File: config.mk
export PLATFORM = sky130hd
export DESIGN_NAME = grant_monitor_flat
export DESIGN_NICKNAME = d
export VERILOG_FILES = /design/src/rtl/grant_monitor_pkg.sv /design/src/rtl/grant_monitor_if.sv /design/src/rtl/grant_channel.sv /design/src/rtl/grant_monitor.sv /design/src/flat_wrapper.sv
export SDC_FILE = /design/constraint.sdc
export NUM_CORES = 1
export LEC_CHECK = 0
export ABC_CLOCK_PERIOD_IN_PS = 1700
export BUFFER_PORTS_ARGS = -buffer_cell sky130_fd_sc_hd__buf_4
export CAP_MARGIN = 20
export CORE_MARGIN = 10
export CORE_UTILIZATION = 56
export CTS_BUF_LIST = sky130_fd_sc_hd__clkbuf_4
export CTS_CLUSTER_SIZE = 40
export DETAILED_ROUTE_END_ITERATION = 16
export MAX_ROUTING_LAYER = met4
export PLACE_DENSITY = 0.87
export SLEW_MARGIN = 25
export SYNTH_ARGS = -nofsm -noshare
export SYNTH_HDL_FRONTEND = slang
export SYNTH_SLANG_ARGS = --single-unit
File: constraint.sdc
create_clock -name clock -period 1.7 [get_ports clock]
set_input_delay 0.255 -clock clock [delete_from_list [all_inputs] [get_ports clock]]
set_output_delay 0.255 -clock clock [all_outputs]
set_load 0.1 [all_outputs]
File: src/rtl/grant_monitor_pkg.sv
// Shared constants, channel FSM state type and overlap helper for grant_monitor.
package grant_monitor_pkg;

    localparam int NUM_CH = 4;
    localparam int SEL_W  = 2;

    // Channel index of each controller grant line within gnt_n
    localparam int CH_PG86BF = 0;
    localparam int CH_PG87BF = 1;
    localparam int CH_PG88BF = 2;
    localparam int CH_PG89BF = 3;

    typedef enum logic [1:0] {
        IDLE    = 2'd0,
        HELD    = 2'd1,
        TIMEOUT = 2'd2
    } ch_state_e;

    // True when two or more grants are asserted together
    function automatic logic multi_grant(input logic [NUM_CH-1:0] v);
        int n = 0;
        for (int i = 0; i < NUM_CH; i++) n += int'(v[i]);
        return n >= 2;
    endfunction

endpackage

File: src/rtl/grant_monitor_if.sv
// Grant-observation bus: raw grants and controls in, status and counts out.
interface grant_monitor_if
    import grant_monitor_pkg::*;
#(
    parameter int CNT_W = 8
);
    logic [NUM_CH-1:0] gnt_n;
    logic              clr;
    logic [SEL_W-1:0]  rd_sel;
    logic [CNT_W-1:0]  rd_count;
    logic [NUM_CH-1:0] active;
    logic [NUM_CH-1:0] grant_pulse;
    logic [NUM_CH-1:0] timeout;
    logic              conflict;

    modport master (
        output gnt_n, clr, rd_sel,
        input  rd_count, active, grant_pulse, timeout, conflict
    );

    modport slave (
        input  gnt_n, clr, rd_sel,
        output rd_count, active, grant_pulse, timeout, conflict
    );
endinterface

File: src/rtl/grant_channel.sv
// One grant channel: hold-length FSM with timeout flag and a saturating grant counter.
module grant_channel
    import grant_monitor_pkg::*;
#(
    parameter int CNT_W    = 8,
    parameter int MAX_HOLD = 16,
    parameter int HOLD_W   = 5
) (
    input  logic             clock,
    input  logic             reset_n,
    input  logic             gnt,      // registered, active-high grant
    input  logic             pulse,    // first cycle of a grant
    input  logic             clr,
    output logic             timeout,
    output logic [CNT_W-1:0] cnt
);

    localparam logic [HOLD_W-1:0] HOLD_LIMIT = HOLD_W'(MAX_HOLD);
    localparam logic [CNT_W-1:0]  CNT_MAX    = {CNT_W{1'b1}};

    ch_state_e         state;
    logic [HOLD_W-1:0] hold;

    // Hold-length FSM; a release from any state returns to IDLE with hold cleared
    always_ff @(posedge clock) begin
        if (!reset_n) begin
            state   <= IDLE;
            hold    <= '0;
            timeout <= 1'b0;
        end else begin
            case (state)
                IDLE: begin
                    if (gnt) begin
                        state <= HELD;
                        hold  <= HOLD_W'(1);
                    end
                end
                HELD: begin
                    if (!gnt) begin
                        state <= IDLE;
                        hold  <= '0;
                    end else if (hold == HOLD_LIMIT) begin
                        state   <= TIMEOUT;
                        timeout <= 1'b1;
                    end else begin
                        hold <= hold + 1'b1;
                    end
                end
                TIMEOUT: begin
                    // hold stays frozen until the grant goes away
                    if (!gnt) begin
                        state   <= IDLE;
                        hold    <= '0;
                        timeout <= 1'b0;
                    end
                end
                default: begin
                    state   <= IDLE;
                    hold    <= '0;
                    timeout <= 1'b0;
                end
            endcase
        end
    end

    // Grant counter; clear wins over increment but still records a coincident grant
    always_ff @(posedge clock) begin
        if (!reset_n) begin
            cnt <= '0;
        end else if (clr) begin
            cnt <= CNT_W'(pulse);
        end else if (pulse && cnt != CNT_MAX) begin
            cnt <= cnt + 1'b1;
        end
    end

endmodule

File: src/rtl/grant_monitor.sv
// Observer for the controller's active-low grant lines: sampling, per-channel
// hold/count tracking, sticky overlap detection and a count readback mux.
module grant_monitor
    import grant_monitor_pkg::*;
#(
    parameter int CNT_W    = 8,
    parameter int MAX_HOLD = 16,
    parameter int HOLD_W   = 5
) (
    input  logic           clock,
    input  logic           reset_n,
    grant_monitor_if.slave bus
);

    logic [NUM_CH-1:0]            s_gnt;
    logic [NUM_CH-1:0]            prev;
    logic [NUM_CH-1:0]            pulse;
    logic [NUM_CH-1:0]            to;
    logic [NUM_CH-1:0][CNT_W-1:0] cnt;
    logic                         conflict_q;

    // Sample stage: invert and register the grants, keep last cycle for edge detect
    always_ff @(posedge clock) begin
        if (!reset_n) begin
            s_gnt <= '0;
            prev  <= '0;
        end else begin
            s_gnt <= ~bus.gnt_n;
            prev  <= s_gnt;
        end
    end

    assign pulse = s_gnt & ~prev;

    // Sticky overlap flag; a present overlap beats a clear
    always_ff @(posedge clock) begin
        if (!reset_n) begin
            conflict_q <= 1'b0;
        end else if (multi_grant(s_gnt)) begin
            conflict_q <= 1'b1;
        end else if (bus.clr) begin
            conflict_q <= 1'b0;
        end
    end

    for (genvar i = 0; i < NUM_CH; i++) begin : g_ch
        grant_channel #(
            .CNT_W    (CNT_W),
            .MAX_HOLD (MAX_HOLD),
            .HOLD_W   (HOLD_W)
        ) u_ch (
            .clock   (clock),
            .reset_n (reset_n),
            .gnt     (s_gnt[i]),
            .pulse   (pulse[i]),
            .clr     (bus.clr),
            .timeout (to[i]),
            .cnt     (cnt[i])
        );
    end

    assign bus.active      = s_gnt;
    assign bus.grant_pulse = pulse;
    assign bus.timeout     = to;
    assign bus.conflict    = conflict_q;
    assign bus.rd_count    = cnt[bus.rd_sel];

endmodule

File: src/flat_wrapper.sv
// flat-port wrapper written by rule: the top's interface ports become plain ports
module grant_monitor_flat import grant_monitor_pkg::*;
#(
    parameter int CNT_W    = 8,
    parameter int MAX_HOLD = 16,
    parameter int HOLD_W   = 5
)
  (clock, reset_n, bus_gnt_n, bus_clr, bus_rd_sel, bus_rd_count, bus_active, bus_grant_pulse, bus_timeout, bus_conflict);
  grant_monitor_if #(.CNT_W(CNT_W)) bus_i ();
  input  logic clock;
  input  logic reset_n;
  input wire logic [$bits(bus_i.gnt_n)-1:0] bus_gnt_n;
  input wire logic [$bits(bus_i.clr)-1:0] bus_clr;
  input wire logic [$bits(bus_i.rd_sel)-1:0] bus_rd_sel;
  output wire logic [$bits(bus_i.rd_count)-1:0] bus_rd_count;
  output wire logic [$bits(bus_i.active)-1:0] bus_active;
  output wire logic [$bits(bus_i.grant_pulse)-1:0] bus_grant_pulse;
  output wire logic [$bits(bus_i.timeout)-1:0] bus_timeout;
  output wire logic [$bits(bus_i.conflict)-1:0] bus_conflict;
  assign bus_i.gnt_n = bus_gnt_n;
  assign bus_i.clr = bus_clr;
  assign bus_i.rd_sel = bus_rd_sel;
  assign bus_rd_count = bus_i.rd_count;
  assign bus_active = bus_i.active;
  assign bus_grant_pulse = bus_i.grant_pulse;
  assign bus_timeout = bus_i.timeout;
  assign bus_conflict = bus_i.conflict;
  grant_monitor #(.CNT_W(CNT_W), .MAX_HOLD(MAX_HOLD), .HOLD_W(HOLD_W)) u_core (.clock(clock), .reset_n(reset_n), .bus(bus_i));
endmodule
==> results of run 1 <==
[flip-flops by register name, indices dropped and copies added, names as in the netlist]
signal                    cells
u_core.bus.active             4
u_core.bus.conflict           1
u_core.g_ch.u_ch.cnt         32
u_core.g_ch.u_ch.hold        20
u_core.g_ch.u_ch.state        8
u_core.g_ch.u_ch.timeout      4
u_core.prev                   4
[worst paths after layout]
path                                           startpoint                                       to  slack (ps)
setup / recovery  u_core.g_ch[1].u_ch.cnt[0]$_SDFFE_PN0P_                          bus_rd_count[0]         -30
hold / removal                                    reset_n  u_core.g_ch[0].u_ch.cnt[0]$_SDFFE_PN0P_         220
setup reg to reg  u_core.g_ch[2].u_ch.cnt[0]$_SDFFE_PN0P_  u_core.g_ch[2].u_ch.cnt[7]$_SDFFE_PP0P_          60
hold reg to reg   u_core.g_ch[1].u_ch.cnt[1]$_SDFFE_PP0P_  u_core.g_ch[1].u_ch.cnt[1]$_SDFFE_PP0P_         480
[cell usage after synthesis (8+ instances only)]
master	number	area, um^2
a31oi_1	8	50.1
o2111ai_1	8	70.1
o21ai_0	14	70.1
and3_1	8	50.1
dfxtp_1	73	1460
buf_4	12	90.1
ha_1	14	175
nor2_1	37	139
clkbuf_1	14	52.6
inv_1	18	67.6
mux4_2	8	180
nand2_1	26	97.6
nor2b_1	11	68.8
nand3_1	13	65.1
o21ai_1	8	40.0
xor2_1	22	193
a21oi_1	14	70.1
o211ai_1	11	82.6
[routing by layer]
| metal | vias up | wire (um) |
|---|---|---|
| li1 | 1614 | - |
| met2 | 155 | 4580 |
| met1 | 1610 | 3710 |
| met4 | 0 | 197 |
| met5 | - | 0 |
| met3 | 26 | 715 |
[what timing repair did]
action                                  4_1_cts  5_1_grt
endpoints found under the setup margin       10       25
gates resized for setup                      64       28
hold endpoints to repair                      4        0
buffers inserted                             14        2
pin swaps                                     0        4
hold buffers                                  4        0
[final cells by class]
class | instances | area [um^2]
multi-input combinational | 299 | 2180
clock buffer | 9 | 67.6
tap | 80 | 100
fill | 492 | 2110
inverter | 21 | 78.8
sequential | 73 | 1540
clock inverter | 6 | 60.1
timing repair buffer | 61 | 582
[power by group]
part / switching (mW) / internal (mW)
clock network: 0.605 / 0.430
logic: 0.269 / 0.148
registers: 0.0385 / 1.72
total: 0.913 / 2.30
[metrics by stage]
stage               cells  total power, mW  instance area [um^2]  worst slack [ps]  util, %
floorplan             425             2.11                  3830              42.4        -
global placement      515             2.18                  4080               120     60.7
detailed placement    515             2.20                  4080              37.6     60.7
CTS                   547             3.21                  4510             -45.7     67.2
global route          549             3.34                  4610             -78.7     68.7
finish                549             3.21                  4610             -34.5     68.7
[critical path: cells and delay by family, from the launching register on]
kind                   cells  cell delay, ps
muxes                      1             510
DFF                        1             370
buffers and inverters      1             190
[kinds of logic after synthesis]
| logic type | share of synthesized area, % |
|---|---|
| xor gates and xnor gates | 5.94 |
| muxes | 7.15 |
| buffers and inverters | 6.56 |
| AOI/OAI and AO/OA | 15.6 |
| DFF | 38.1 |
| adders and majority gates | 4.57 |
| and+or+nand+nor | 22.1 |
==> results.md, run 1 <==
- Outcome: finished, violations left
- Failing checks: setup timing
- Num CTS Buffers: 9
- Largest net degree at the start of global routing: 19
- Port bufs: 29
- I/O pins: 30
- DRT iter0 DRCs: about 140
- Initial antenna violation count: 0
- Nets@finish: roughly 490
- Rows: 30
- CP max stage delay: approximately 510 ps
- Post-route ant nets: 0
- Slew Limit Fails: 0
- Met2 Use GR: just over 30%
- Max Clock Freq: a little under 600 MHz
- Relative slew slack: 69.6%
- Clk_lat worst skew: slightly above 400 ps
- Clk pin slew, worst setup/hold paths: between 100 and 150 ps
- First-pass GRT wire length: ~15 mm
- Fin crit share: 102%
- Final WL: around 9.2 mm
- Area Growth Syn to Fin: 20.4%
- Avg WL per Cell: approximately 17 um
- M1 GR Usage: a little under a fifth
- Gr busiest metal: met2
- Total overflow reported by the global router: 0
- RD Place Congestion: approximately 0.82
- Yosys warns: 0
- Worst Hold Margin: 215 ps
- TritonCTS clock tree: yes
- Yosys cell types: 54
- CP startpoint kind: flip-flop
- GR Util met3: 4.22%
- Worst-Margin Slew: approximately 450 ps
- Commonest cells after routing, fill and taps aside: buf_4, dfxtp_1, nor2_1
- Critical path capture point type: output port
- RSZ-0062 raised after global routing: true
- Avg Inst Size Synth: around 9.0 um^2
- Crit-path cells: mux4_2 > buf_12
- Commonest register cell after synthesis: dfxtp_1
- Vias per cell: a little over 6
- CTS Buffer Depth: 2
- Post-synthesis sequential area ratio: between 30% and 40%
- CTS root buf: clkbuf_4
- Max Cap Viol: 0
- 1st-pass router iterations: 7
- Worst Skew: 15.3 ps
- Die footprint: around 0.011 mm^2
- Worst hold stages: 2
- Die X: ~100 um
- Post-route DRC: 0
- Tmin final: 1730 ps
- Setup TNS: -171 ps
- Slowest-stage cell, CP: mux4_2
- Antenna diodes: 0
- Hold Crit Class: in -> reg
- Most common cell after layout, fill and taps aside: buf_4
- Starting density of the core: around 57%
- Ys async rst share: 0%
- CP Max Fanout: 5
- Cell Area, Synth: 0.00383 mm^2
- Fraction of layout cells with a size suffix above 1: about 28%
- Post-synth EDFFs: 0
- Critical path type: reg -> out
- Syn Nets: around 450
- Vias in the first global route: roughly 3,300
- Synthesized instance count: ~430
- DP Wirelength: roughly 6 mm
- Worst reg-to-reg path cell count: 7
- Arrival @ worst endpoint: between 1000 and 1500 ps
- Worst vdd ir: 0.494 mV
- H-Tree Depth: 3
- P_leak: between 1.5 and 2 nW
- Vias post-DR: 3,405
- Total track usage: between 10% and 20%
- PD cells: ~700 mW/mm^2
- Final hold violations: 0
- Worst Path Required: ~1400 ps
- Synthesized flop and latch total: between 70 and 80
- Core area: 0.00672 mm^2
- Clk sinks: between 70 and 80
- Worst Slack Setup Final: -34.5 ps
- Die H: around 100 um
- # setup viols final: 8
(Power assumes the default switching activity.)
==> run 2: changes to the inputs <==
--- a/config.mk
+++ b/config.mk
@@ -5,17 +5,19 @@
 export SDC_FILE = /design/constraint.sdc
 export NUM_CORES = 1
 export LEC_CHECK = 0
+export ABC_AREA = 1
 export ABC_CLOCK_PERIOD_IN_PS = 1700
 export BUFFER_PORTS_ARGS = -buffer_cell sky130_fd_sc_hd__buf_4
 export CAP_MARGIN = 20
 export CORE_MARGIN = 10
-export CORE_UTILIZATION = 56
+export CORE_UTILIZATION = 57
 export CTS_BUF_LIST = sky130_fd_sc_hd__clkbuf_4
 export CTS_CLUSTER_SIZE = 40
 export DETAILED_ROUTE_END_ITERATION = 16
 export MAX_ROUTING_LAYER = met4
-export PLACE_DENSITY = 0.87
+export PLACE_DENSITY = 0.88
 export SLEW_MARGIN = 25
 export SYNTH_ARGS = -nofsm -noshare
 export SYNTH_HDL_FRONTEND = slang
+export SYNTH_HIERARCHICAL = 1
 export SYNTH_SLANG_ARGS = --single-unit
==> run 2 against run 1 <==
Net effect:
- the flow now finishes without violations
- register-to-register slack gained 250 ps
- cell count grew 50%
- flip-flop and latch count is the same
- global-route usage shrank 0.17 points
- sequential power grew 3%
- via count grew 22%
- critical endpoint is now bus_grant_pulse[1]
- worst hold slack lost 27 ps
- clock power grew 4%
- highest routed layer unchanged
- first-iteration DRC count grew 32%
==> results.md, run 2 <==
- Synthesized instance count: 678 (+60%)
- # setup viols final: 0 (-8)
- Pre-CTS setup slack: 343 ps (+306 ps)
- Area of the multi-input gates: 0.00268 mm^2 (+23%)
- Final hold violations: 0 (unchanged)
- Die H: 110 um (+6.7%)
- Vias in the first global route: 4,019 (+22%)
- Die footprint: 0.0120 mm^2 (+14%)
- Area after DPL: 0.00498 mm^2 (+22%)
- Yosys warns: 6 (+6)
- 1st-pass router iterations: 6 (-1)
- Vias post-DR: 4,171 (+22%)
- P_leak: 2.40 nW (+36%)
- Largest net degree at the start of global routing: 33 (+14)
- Slowest-stage cell, CP: dfxtp_4
- Yosys top cell area share: 32.0% (-6.2 points)
- Crit-path cells: inv_4 > nor2_4 > buf_6
- Most frequent cells after synthesis: nand2_1, inv_1, nor2_1
- Top post-synthesis cells by area: dfxtp_1, nand2_1, inv_1
- Ys async rst share: 0% (unchanged)
- I/O pins: 30 (unchanged)
- Arrival @ worst endpoint: 1360 ps (-120 ps)
- Nets@finish: 741 (+52%)
- Avg WL per Cell: 11.8 um (-29%)
- Critical path type: reg -> out
- Syn Nets: 700 (+56%)
- Post-synth EDFFs: 0 (unchanged)
- Max Clock Freq: 618 MHz (+7.2%)
- Synthesized flop and latch total: 73 (unchanged)
- Worst Path Required: 1440 ps (about the same)
- Vias per cell: 5.05 (-19%)
- CP max stage delay: 400 ps (-110 ps)
- Setup TNS: 0 ps (+171 ps)
- Die X: 110 um (+6.7%)
- Register area: 0.00150 mm^2 (-3.0%)
- M1 WL: 4.48 mm (+21%)
- Yosys cell types: 30 (-44%)
- Most common cell after layout, fill and taps aside: nand2_1
- Commonest cells after routing, fill and taps aside: nand2_1, inv_1, nor2_1
- Most frequent cell after synthesis: nand2_1
- Num CTS Buffers: 9 (unchanged)
- Mux share of post-synthesis cell area: 0% (-7.1 points)
- Design area: 0.00522 mm^2 (+13%)
- Critical path capture point type: output port
- CTS Buffer Depth: 2 (unchanged)
- Max layer used: met4
- Synth Area in XOR/XNOR: 3.83% (-2.1 points)
- Core area: 0.00777 mm^2 (+16%)
- CP startpoint kind: flip-flop
- CP Max Fanout: 5 (unchanged)
- Clk sinks: 73 (unchanged)
- Synth Area in Compound Gates: 5.80% (-9.8 points)
- Max FFs per register: 32 (unchanged)
- Synth Area in Simple Gates: 44.2% (+22 points)
- H-Tree Depth: 3 (unchanged)
- CTS root buf: clkbuf_4
- Fraction of layout cells with a size suffix above 1: 23.3% (-5.0 points)
- Cell Area, Synth: 0.00457 mm^2 (+19%)
- Largest family of logic cells by synthesized area: simple AND/OR/NAND/NOR gates
- Starting density of the core: 58.9% (+1.8 points)
- PD cells: 688 mW/mm^2 (-1.2%)
- Fin crit share: 95.2% (-6.9 points)
- Outcome: completed
- Commonest register cell after synthesis: dfxtp_1
- First-pass GRT wire length: 17.3 mm (+16%)
- Post-synthesis sequential area ratio: 32.0% (-6.2 points)
- DR WL met3: 341 um (-52%)
- Total overflow reported by the global router: 0 (unchanged)
- Slew Limit Fails: 0 (unchanged)
- Dominant cell type by area after synthesis: dfxtp_1
- Clk pin slew, worst setup/hold paths: 120 ps (about the same)
- Regs by FF count: u_core/g_ch.u_ch/cnt: 32 flops, u_core/g_ch.u_ch/hold: 20 flops, u_core/g_ch.u_ch/state: 8 flops
- Routed length on met2: 4.86 mm (+6.0%)
- RD Place Congestion: 0.899 (+9.1%)
- TritonCTS clock tree: yes
- Worst vdd ir: 0.406 mV (-18%)
- Rows: 32 (+6.7%)
- Relative slew slack: 75.3% (+5.7 points)
- DRT iter0 DRCs: 180 (+32%)
- Area Growth Syn to Fin: 14.1%
- Final WL: 9.78 mm (+6.2%)
- Post-route DRC: 0 (unchanged)
- Tmin final: 1620 ps (-117 ps)
- Filler Cells Inserted: 654 (+33%)
- Clk_lat worst skew: 400 ps (about the same)
- Worst Slack Setup Final: 82.3 ps (+117 ps)
- Worst-Margin Slew: 369 ps (-85.4 ps)
- DP Wirelength: 7.48 mm (+23%)
- Post-route ant nets: 0 (unchanged)
- Post-Synth Adder-Cell Area: 3.72% (-0.85 points)
- Hold Crit Class: in -> reg
- Biggest register: u_core/g_ch.u_ch/cnt
- RSZ-0062 raised after global routing: false
- Worst Skew: 11.4 ps (-3.94 ps)
- Port bufs: 29 (unchanged)
- Avg Inst Size Synth: 6.74 um^2 (-25%)
- Max Cap Viol: 0 (unchanged)
- Antenna diodes: 0 (unchanged)
- Initial antenna violation count: 0 (unchanged)
- Total track usage: 17.6% (-0.17 points)
==> run 2: cell families (layout without fill, tap and decap cells) <==
family / after synthesis / after routing
XOR/XNOR: 20 / 20
buffers and inverters: 117 / 163
flip-flops: 73 / 73
adder cells (fa/ha/maj): 13 / 13
AND/OR/NAND/NOR: 402 / 402
AO/OA/AOI/OAI: 53 / 53
==> run 2: per-layer routing <==
| metal | track usage [%] | vias up |
|---|---|---|
| li1 | - | 2176 |
| met1 | 20.5 | 1930 |
| met2 | 30.6 | 57 |
| met3 | 2.63 | 8 |
| met4 | 5.39 | 0 |
| met5 | - | - |
==> run 2: what timing repair did <==
| action | CTS | global route |
|---|---|---|
| endpoints found under the hold margin | 4 | 0 |
| hold buffers | 4 | 0 |
| resized for setup | 4 | 24 |
| setup endpoints to repair | 4 | 10 |
| buffers inserted | 0 | 0 |
| pin swaps | 0 | 0 |
==> run 2: report_power, final <==
group          internal, mW  switching [mW]  total, mW  leakage (nW)
Clock                 0.491           0.594       1.08        0.0787
Sequential             1.76          0.0547       1.81         0.604
Combinational         0.207           0.488      0.696          1.71
Total                  2.46            1.14       3.59          2.40
==> run 2: final cells by class <==
class / count / share of cell area (%)
multi-input cells: 488 / 51.4
flip-flops and latches: 73 / 28.7
inverters: 113 / 8.94
repair buffers: 34 / 6.02
well taps: 102 / 2.45
clock buffers: 12 / 1.73
clock inverters: 4 / 0.839
==> run 2: worst paths after layout <==
| kind | end | start | cells past startpoint | slack, ps |
|---|---|---|---|---|
| setup / recovery | bus_grant_pulse[1] | u_core/bus.active[1]$_SDFF_PN0_ | 3 | 80 |
| hold / removal | u_core/g_ch[1].u_ch/hold[4]$_SDFFE_PN0P_ | reset_n | 3 | 190 |
| setup reg to reg | u_core/g_ch[3].u_ch/hold[0]$_SDFFE_PN0P_ | u_core/g_ch[3].u_ch/hold[0]$_SDFFE_PN0P_ | 9 | 310 |
| hold reg to reg | u_core/g_ch[2].u_ch/timeout$_SDFFE_PN0P_ | u_core/g_ch[2].u_ch/timeout$_SDFFE_PN0P_ | 2 | 470 |
==> run 2: metrics by stage <==
stage,utilization (%),std cells,total power [mW],hold WS (ps)
3_5_place_dp,64.1,806,2.52,405
6_report,67.2,826,3.59,188
5_1_grt,67.2,826,3.77,182
4_1_cts,66.5,826,3.60,170
2_1_floorplan,-,678,2.37,318
3_3_place_gp,64.1,806,2.50,401
==> run 2: worst max-delay path, delay by kind of cell (launching register included) <==
family | cells | cell delay [ps]
DFF | 1 | 400
buffers and inverters | 2 | 320
and+or+nand+nor | 1 | 240
